File: src/rtl/serial_receiver_pkg.sv
// Shared frame constants and state encodings for the serial link
// (serial_receiver and serial_transmitter).
package serial_receiver_pkg;

    localparam int unsigned SYNC_LEN    = 3;
    localparam int unsigned PAYLOAD_LEN = 18;
    localparam int unsigned WORD_BITS   = 17;
    localparam int unsigned WORDS       = 6;
    localparam int unsigned FRAME_BITS  = WORDS * WORD_BITS;

    typedef enum logic [1:0] {
        HUNT,
        COLLECT,
        CHECK
    } frame_state_e;

    typedef enum logic [2:0] {
        U_WAIT_HIGH,
        U_IDLE,
        U_START,
        U_DATA,
        U_STOP
    } uart_state_e;

    // Upper bits of a 24-bit payload word must be zero for the frame to be valid.
    function automatic logic guard_ok(input logic [23-WORD_BITS:0] guard);
        return guard == '0;
    endfunction

endpackage

File: src/rtl/serial_receiver_if.sv
// Serial line plus decoded-frame outputs of the receiver.
interface serial_receiver_if;
    import serial_receiver_pkg::*;

    logic                  rx;
    logic [FRAME_BITS-1:0] sensor_iterations;
    logic                  data_availible;
    logic                  frame_error;

    modport master (
        output rx,
        input  sensor_iterations,
        input  data_availible,
        input  frame_error
    );

    modport slave (
        input  rx,
        output sensor_iterations,
        output data_availible,
        output frame_error
    );

endinterface

File: src/rtl/serial_receiver_uart_rx.sv
// 8N1 UART receiver: 2-FF synchroniser, mid-bit sampling, LSB first.
module uart_rx
    import serial_receiver_pkg::*;
#(
    parameter int unsigned CLKS_PER_BIT = 104
) (
    input  logic       clk,
    input  logic       rst,
    input  logic       rx,
    output logic [7:0] data,
    output logic       valid,
    output logic       stop_err
);

    localparam int unsigned CW = $clog2(CLKS_PER_BIT);
    localparam logic [CW-1:0] FULL = CW'(CLKS_PER_BIT - 1);
    localparam logic [CW-1:0] HALF = CW'(CLKS_PER_BIT / 2 - 1);

    uart_state_e   state_q, state_d;
    logic          meta_q, meta_d;
    logic          sync_q, sync_d;
    logic [CW-1:0] cnt_q, cnt_d;
    logic [2:0]    bit_q, bit_d;
    logic [7:0]    shift_q, shift_d;
    logic          valid_q, valid_d;
    logic          stop_err_q, stop_err_d;

    always_comb begin
        meta_d     = rx;
        sync_d     = meta_q;
        state_d    = state_q;
        cnt_d      = cnt_q;
        bit_d      = bit_q;
        shift_d    = shift_q;
        valid_d    = 1'b0;
        stop_err_d = 1'b0;
        unique case (state_q)
            U_WAIT_HIGH: begin
                if (sync_q) state_d = U_IDLE;
            end
            U_IDLE: begin
                if (!sync_q) begin
                    state_d = U_START;
                    cnt_d   = '0;
                end
            end
            U_START: begin
                if (cnt_q == HALF) begin
                    cnt_d   = '0;
                    bit_d   = '0;
                    // A start bit that is gone by mid-bit was a glitch.
                    state_d = sync_q ? U_IDLE : U_DATA;
                end else begin
                    cnt_d = cnt_q + 1'b1;
                end
            end
            U_DATA: begin
                if (cnt_q == FULL) begin
                    cnt_d   = '0;
                    shift_d = {sync_q, shift_q[7:1]};
                    bit_d   = bit_q + 3'd1;
                    if (bit_q == 3'd7) state_d = U_STOP;
                end else begin
                    cnt_d = cnt_q + 1'b1;
                end
            end
            U_STOP: begin
                if (cnt_q == FULL) begin
                    cnt_d = '0;
                    if (sync_q) begin
                        valid_d = 1'b1;
                        state_d = U_IDLE;
                    end else begin
                        stop_err_d = 1'b1;
                        state_d    = U_WAIT_HIGH;
                    end
                end else begin
                    cnt_d = cnt_q + 1'b1;
                end
            end
            default: state_d = U_WAIT_HIGH;
        endcase
    end

    always_ff @(posedge clk) begin
        if (rst) begin
            state_q    <= U_WAIT_HIGH;
            meta_q     <= 1'b1;
            sync_q     <= 1'b1;
            cnt_q      <= '0;
            bit_q      <= '0;
            shift_q    <= '0;
            valid_q    <= 1'b0;
            stop_err_q <= 1'b0;
        end else begin
            state_q    <= state_d;
            meta_q     <= meta_d;
            sync_q     <= sync_d;
            cnt_q      <= cnt_d;
            bit_q      <= bit_d;
            shift_q    <= shift_d;
            valid_q    <= valid_d;
            stop_err_q <= stop_err_d;
        end
    end

    assign data     = shift_q;
    assign valid    = valid_q;
    assign stop_err = stop_err_q;

endmodule

File: src/rtl/serial_receiver.sv
// Frame receiver: hunts for 3 zero sync bytes, collects 18 payload bytes and
// publishes six 17-bit words when all guard bits are clear.
module serial_receiver
    import serial_receiver_pkg::*;
#(
    parameter int unsigned CLK_HZ       = 12000000,
    parameter int unsigned BAUD         = 115200,
    parameter int unsigned IDLE_TIMEOUT = 2083
) (
    input logic              clk_12MHz,
    input logic              rst,
    serial_receiver_if.slave bus
);

    localparam int unsigned SW = $clog2(SYNC_LEN);
    localparam int unsigned XW = $clog2(PAYLOAD_LEN);
    localparam int unsigned IW = $clog2(IDLE_TIMEOUT);
    localparam int unsigned BW = PAYLOAD_LEN * 8;

    logic [7:0] rx_data;
    logic       rx_valid;
    logic       rx_stop_err;

    uart_rx #(
        .CLKS_PER_BIT(CLK_HZ / BAUD)
    ) u_uart_rx (
        .clk      (clk_12MHz),
        .rst      (rst),
        .rx       (bus.rx),
        .data     (rx_data),
        .valid    (rx_valid),
        .stop_err (rx_stop_err)
    );

    frame_state_e          state_q, state_d;
    logic [SW-1:0]         sync_cnt_q, sync_cnt_d;
    logic [XW-1:0]         idx_q, idx_d;
    logic [IW-1:0]         idle_q, idle_d;
    logic [BW-1:0]         buf_q, buf_d;
    logic [FRAME_BITS-1:0] sensor_q, sensor_d;
    logic                  data_av_q, data_av_d;
    logic                  frame_err_q, frame_err_d;

    logic                  expired;
    logic                  words_ok;
    logic [FRAME_BITS-1:0] frame_words;
    logic [23:0]           word;

    always_comb begin
        expired = (idle_q == IW'(IDLE_TIMEOUT - 1));
        idle_d  = (rx_valid || expired) ? '0 : idle_q + 1'b1;
    end

    // Payload bytes shift in from the bottom, so byte 0 ends up in the top byte.
    always_comb begin
        words_ok    = 1'b1;
        frame_words = '0;
        word        = '0;
        for (int unsigned w = 0; w < WORDS; w++) begin
            word = buf_q[(PAYLOAD_LEN - 3 - 3 * w) * 8 +: 24];
            if (!guard_ok(word[23:WORD_BITS])) words_ok = 1'b0;
            frame_words[(WORDS - 1 - w) * WORD_BITS +: WORD_BITS] = word[WORD_BITS-1:0];
        end
    end

    always_comb begin
        state_d     = state_q;
        sync_cnt_d  = sync_cnt_q;
        idx_d       = idx_q;
        buf_d       = buf_q;
        sensor_d    = sensor_q;
        data_av_d   = 1'b0;
        frame_err_d = 1'b0;
        unique case (state_q)
            HUNT: begin
                if (rx_valid) begin
                    if (rx_data != 8'h00) begin
                        sync_cnt_d = '0;
                    end else if (sync_cnt_q == SW'(SYNC_LEN - 1)) begin
                        sync_cnt_d = '0;
                        idx_d      = '0;
                        state_d    = COLLECT;
                    end else begin
                        sync_cnt_d = sync_cnt_q + 1'b1;
                    end
                end else if (rx_stop_err || expired) begin
                    sync_cnt_d = '0;
                end
            end
            COLLECT: begin
                if (rx_valid) begin
                    buf_d = {buf_q[BW-9:0], rx_data};
                    if (idx_q == XW'(PAYLOAD_LEN - 1)) begin
                        idx_d   = '0;
                        state_d = CHECK;
                    end else begin
                        idx_d = idx_q + 1'b1;
                    end
                end else if (rx_stop_err || expired) begin
                    frame_err_d = 1'b1;
                    idx_d       = '0;
                    state_d     = HUNT;
                end
            end
            CHECK: begin
                if (words_ok) begin
                    sensor_d  = frame_words;
                    data_av_d = 1'b1;
                end else begin
                    frame_err_d = 1'b1;
                end
                state_d = HUNT;
            end
            default: state_d = HUNT;
        endcase
    end

    always_ff @(posedge clk_12MHz) begin
        if (rst) begin
            state_q     <= HUNT;
            sync_cnt_q  <= '0;
            idx_q       <= '0;
            idle_q      <= '0;
            sensor_q    <= '0;
            data_av_q   <= 1'b0;
            frame_err_q <= 1'b0;
        end else begin
            state_q     <= state_d;
            sync_cnt_q  <= sync_cnt_d;
            idx_q       <= idx_d;
            idle_q      <= idle_d;
            buf_q       <= buf_d;
            sensor_q    <= sensor_d;
            data_av_q   <= data_av_d;
            frame_err_q <= frame_err_d;
        end
    end

    assign bus.sensor_iterations = sensor_q;
    assign bus.data_availible    = data_av_q;
    assign bus.frame_error       = frame_err_q;

endmodule

File: src/flat_wrapper.sv
// flat-port wrapper written by rule: the top's interface ports become plain ports
module serial_receiver_flat import serial_receiver_pkg::*;
#(
    parameter int unsigned CLK_HZ       = 12000000,
    parameter int unsigned BAUD         = 115200,
    parameter int unsigned IDLE_TIMEOUT = 2083
)
  (clk_12MHz, rst, bus_rx, bus_sensor_iterations, bus_data_availible, bus_frame_error);
  serial_receiver_if bus_i ();
  input logic clk_12MHz;
  input logic rst;
  input wire logic [$bits(bus_i.rx)-1:0] bus_rx;
  output wire logic [$bits(bus_i.sensor_iterations)-1:0] bus_sensor_iterations;
  output wire logic [$bits(bus_i.data_availible)-1:0] bus_data_availible;
  output wire logic [$bits(bus_i.frame_error)-1:0] bus_frame_error;
  assign bus_i.rx = bus_rx;
  assign bus_sensor_iterations = bus_i.sensor_iterations;
  assign bus_data_availible = bus_i.data_availible;
  assign bus_frame_error = bus_i.frame_error;
  serial_receiver #(.CLK_HZ(CLK_HZ), .BAUD(BAUD), .IDLE_TIMEOUT(IDLE_TIMEOUT)) u_core (.clk_12MHz(clk_12MHz), .rst(rst), .bus(bus_i));
endmodule
File: config.mk
export PLATFORM = sky130hd
export DESIGN_NAME = serial_receiver_flat
export DESIGN_NICKNAME = d
export VERILOG_FILES = /design/src/rtl/serial_receiver_pkg.sv /design/src/rtl/serial_receiver_if.sv /design/src/rtl/serial_receiver_uart_rx.sv /design/src/rtl/serial_receiver.sv /design/src/flat_wrapper.sv
export SDC_FILE = /design/constraint.sdc
export NUM_CORES = 1
export LEC_CHECK = 0
export ABC_AREA = 0
export CORE_MARGIN = 10
export CORE_UTILIZATION = 39
export DETAILED_ROUTE_END_ITERATION = 10
export SYNTH_ARGS = -nofsm -noshare
export SYNTH_HDL_FRONTEND = slang
export SYNTH_SLANG_ARGS = --single-unit
File: constraint.sdc
create_clock -name clk_12MHz -period 5.2 [get_ports clk_12MHz]
set_input_delay 1.04 -clock clk_12MHz [delete_from_list [all_inputs] [get_ports clk_12MHz]]
set_output_delay 1.04 -clock clk_12MHz [all_outputs]
set_load 0.005 [all_outputs]
# Word-level counts from Yosys, hierarchy flattened
# Cells that the tools add are included.
totals:
  register_bits: 294
  latchBits: 0
  ramBits: 0
  mem_bits_ro: 0
  input_bits: 3
  output_inout_bits: 104
  elab_cells: 122
  memories: 0
op_classes:
  addsub: 5
  n_mul: 0
  div_mod_pow: 0
  magnitude_cmp: 0
  n_eq_ne: 23
  n_shift: 0
  n_mux: 46
  bitwise: 4
  reduce_logical: 28
op_table:
  columns: ["cell", "n"]
  rows:
  - ["7-bit zero test", 6]
  - ["5-bit 2-to-1 mux", 6]
  - ["3-bit 2-to-1 mux", 8]
  - ["7-bit 2-to-1 mux", 3]
  - ["7-bit one-hot mux with 3 select lines", 1]
  - ["2-bit 2-to-1 mux", 10]
  - ["2-bit inequality test, second input constant", 8]
  - ["3-bit one-hot mux with 5 select lines", 1]
  - ["1-bit 2-to-1 mux", 13]
  - ["12-bit by 1-bit adder with 12-bit output, second input constant", 1]
  - ["12-bit equality test, second input constant", 1]
  - ["5-bit one-hot mux with 2 select lines", 1]
  - ["5-bit AND reduction", 2]
  - ["2-bit AND reduction", 4]
  - ["8-bit nonzero test", 1]
  - ["7-bit by 1-bit adder with 7-bit output, second input constant", 1]
  - ["7-bit by 6-bit equality test with 1-bit output, second input constant", 1]
  - ["7-bit equality test, second input constant", 1]
  - ["3-bit by 2-bit equality test with 1-bit output, second input constant", 2]
  - ["3-bit equality test, second input constant", 2]
  - ["3-bit by 2-bit inequality test with 1-bit output, second input constant", 2]
  - ["3-bit one-hot mux with 2 select lines", 1]
  - ["3-bit AND reduction", 2]
  - ["6-bit AND reduction", 1]
  - ["18 further kinds", 27]

# Depth between registers and ports, before layout
depth:
  ltp_word: 9
  depth_mapped: 7
  mapped_depth_nobuf: 7

# Modules after synthesis
# From an unflattened synthesis, not the netlist that was laid out.
hier_totals:
  cells_unflattened: 877
  area_unflattened_um2: 10189.8
by_module_without_submodules:
  columns: ["module", "n_inst", "cells_per_inst", "area_each_um2", "seq_area_each_um2"]
  rows:
  - ["serial_receiver", 1, 739, 9036.2, 6826.5]
  - ["uart_rx", 1, 138, 1153.6, 500.5]

# Worst setup path before layout
# Ideal clock, no wire load.
synth_path:
  path_kind: "input to register"
  start: "in rst"
  end: "reg u_core.buf_q[0], enable pin"
  setup_time_ns: 0.496
  t_arrival_ns: 4.111
  required_time_ns: 4.704
  slack_ns: 0.593
  stages: 3
  n_path_buf: 0
  path_cell_list: "inv_1 nand3_1 inv_1"
synth_via:
  elab_chain_len: 2
synth_lines:
  columns: ["element", "line", "text"]
  rows:
  - ["start: declaration", "flat_wrapper.sv:11", "input logic rst;"]
  - ["1-bit NOT (no line)", null, null]
  - ["3-bit AND reduction (no line)", null, null]
  - ["end signal: assignment", "serial_receiver.sv:132", "buf_q <= buf_d;"]
  - ["end: declaration", "serial_receiver.sv:39", "logic [BW-1:0] buf_q, buf_d;"]
# Every way passes these cells.
# A chain may end at the register's enable or synchronous reset.

# Worst setup path after layout
layout_path:
  start: "in rst"
  end: "reg u_core.buf_q[72], enable pin"
# Same word-level chain as after synthesis.

==> summary.md <==
| Metric | Value |
|---|---|
| Commonest non-fill, non-tap cells in the layout | nand2_1 (221), dfxtp_1 (150), edfxtp_1 (144) |
| Synth Instances | 860 |
| Setup TNS | 0 ps |
| Max clock buf depth | 3 |
| Layout Utilization | 48.1% |
| Pre-antenna DRT Iters | 5 |
| Layout Nets | 974 |
| MaxCap Viol Count | 0 |
| Placed Area | 11500 um2 |
| Detailed-route vias per instance | 4.90 |
| Tmin final | 2870 ps |
| Total grt overflow | 0 |
| CP startpoint | rst |
| Wire length per cell | 16.1 um |
| VDD IR max | 0.222 mV |
| Unrepaired setup endpoints after global routing | no |
| Pint | 3660 uW |
| Mapped Area | 10300 um2 |
| Share of the synthesized area in the top cell type | 42.1% |
| Crit end category | flop |
| Die X | 182 um |
| Fill cell count | 2352 |
| Synth Register Bits | 294 |
| Max-slew violation count | 0 |
| Asr flop ratio synth | 0% |
| Row count | 59 |
| First-pass GRT wire length | 34.0 mm |
| I/O Buffers | 106 |
| Initial core utilization | 39.5% |
| Post-CTS Setup Repair Bufs | 0 |
| WHS | 402 ps |
| Total Die Area | 33200 um2 |
| Final RePlAce weighted congestion | 0.758 |
| CTS buffer count | 29 |
| Initial antenna violation count | 0 |
| Area occupied by multi-input gates | 2640 um2 |
| EDFF count, synth | 144 |
| Layout area overhead | 21.7% |
| Detailed Route Iter0 Violations | 379 |
| Slew HR | 32.4% |
| Power Density | 366 nW/um2 |
| Clock power share | 45.3% |
| Tightest Pin Transition | 1010 ps |
| Share of layout cells above drive strength 1 | 6.61% |
| Total Routing Usage GR | 12.4% |
| Sequential cell area | 7330 um2 |
| Fin. Hold Viols | 0 |
| CP arrival | 3070 ps |
| Fmax | 349 MHz |
| Clock Latency Late Sink | 530 ps |
| P_leak | 0.00415 uW |
| Synth top area cells | edfxtp_1 (42%), dfxtp_1 (29%), nand2_1 (8.1%), a21oi_1 (5.4%), nor2_1 (1.5%) |
| Final wirelength | 21.3 mm |
| Max H-tree Level | 1 |
| Reg2reg start | u_core.buf_q[22] |
| Hold path startpoint | u_core.u_uart_rx.meta_q |
| Synth cell types | 49 |
| Most common cell after layout, fill and taps aside | nand2_1 |
| Worst Path Required | 5410 ps |
| Worst-path maximum fanout | 110 |
| N_diodes | 0 |
| Dpl hpwl | 13.5 mm |
| Type of origin of the critical path | primary input |
| Final instance area | 12500 um2 |
| Sw power | 906 uW |
| Die H | 182 um |
| I/O pin cnt | 107 |
| Period Utilization, post-route | 55.1% |
| Clock transition at path regs | 60 ps |
| # setup viols final | 0 |
| Most common flop cell mapped by yosys | dfxtp_1 |
| Flop pwr share | 53.3% |
| Core Area | 26000 um2 |
| Net Count, Synth | 873 |
| Clock sink count | 294 |
| Worst Hold Class | reg2reg |
| Area leader, netlist | edfxtp_1 |
| Worst Skew | 10.7 ps |
| Routed via count | 6458 |
| Post-CTS sizing | 0 |
| Ys Warns | 0 |
| Hold_buf cts | 0 |
| Root buf cell | clkbuf_16 |
| Number of global-route vias before repair | 6249 |
| Critical path type | in2reg |
| Power consumption | 4570 uW |
| Clock tree from TritonCTS | yes |
| Register area share after synthesis | 71.3% |
| DRC viols | 0 |
| Logic pwr share | 1.4% |
| Post-DRT Antenna Nets | 0 |
| Status | finished clean |
| Mapped Avg Cell Area | 11.9 um2 |
| Sw frac | 19.8% |
| Largest net degree at the start of global routing | 111 |
## power by group through the flow
stage	registers [uW]	logic, uW	clock network, uW
after floorplan	2470	64.4	0
after global placement	2480	63.9	0
after detailed placement	2480	65.1	0
after CTS	2430	65.2	2120
after global routing	2430	73.3	2210
final	2430	64.2	2070
## synth_stat cells (2+ instances only)
library cell,number
a211oi_1,2
a21o_1,2
a21oi_1,110
a311oi_1,3
a31oi_1,4
a32o_1,2
and3_1,8
and4_1,2
buf_1,2
buf_2,12
buf_6,9
clkbuf_1,17
dfxtp_1,150
edfxtp_1,144
ha_1,10
inv_1,13
mux2i_1,14
nand2_1,221
nand2b_1,3
nand3_1,10
nand4_1,9
nand4b_1,3
nor2_1,42
nor2b_1,5
nor3_1,3
nor4_1,14
o21ai_0,4
o21ai_1,2
o31ai_1,2
or2_2,3
xnor2_1,5
xor2_1,13
## final cells by class
class                      count  area share, %
clock inverter                18           1.34
tap                          335           3.35
timing repair buffer         112           8.83
multi-input combinational    511           21.1
sequential                   294           58.6
clock buffer                  35           6.32
inverter                      13          0.430
## per-layer routing
layer | vias to the layer above | wire [um] | track usage, %
li1 | 3191 | - | -
met1 | 3103 | 9790 | 16.9
met2 | 131 | 9820 | 19.3
met3 | 33 | 1240 | 2.93
met4 | 0 | 413 | 3.29
met5 | - | 0 | 0
## path summary, 6_finish.rpt
path / cells past startpoint / endpoint / slack, ps
hold / removal: 1 / u_core.u_uart_rx.sync_q / 400
setup / recovery: 5 / u_core.buf_q[72] / 2330
hold reg to reg: 1 / u_core.u_uart_rx.sync_q / 400
setup reg to reg: 6 / u_core.bus.sensor_iterations[46] / 2350
## critical path, cell delays in order
cell     delay, ps
buf_4          270
inv_1          260
nand3_1        220
inv_6          690
buf_4          420
## cells by family after synthesis
family                     Yosys count  synth area share (%)
AOI/OAI and AO/OA                  138                  7.39
buffers and inverters               55                  2.96
and+or+nand+nor                    331                  14.2
xor gates and xnor gates            18                  1.53
muxes                               14                  1.36
DFF                                294                  71.3
adders and majority gates           10                  1.22
## metrics by stage
stage                     instances  setup slack [ps]
after floorplan                 860               593
after detailed placement       1265              1800
final                          1318              2330
after CTS                      1318              2240
after global placement         1265              1840
after global routing           1318              2080
## registers in the layout, summed over array words and instances (netlist names), 2 cells and up
register	count
u_core.u_uart_rx.data	8
u_core.idle_q	12
u_core.idx_q	5
u_core.state_q	2
u_core.buf_q	144
u_core.u_uart_rx.bit_q	3
u_core.sync_cnt_q	2
u_core.u_uart_rx.cnt_q	7
u_core.bus.sensor_iterations	102
u_core.u_uart_rx.state_q	3
(Power assumes the default switching activity.)
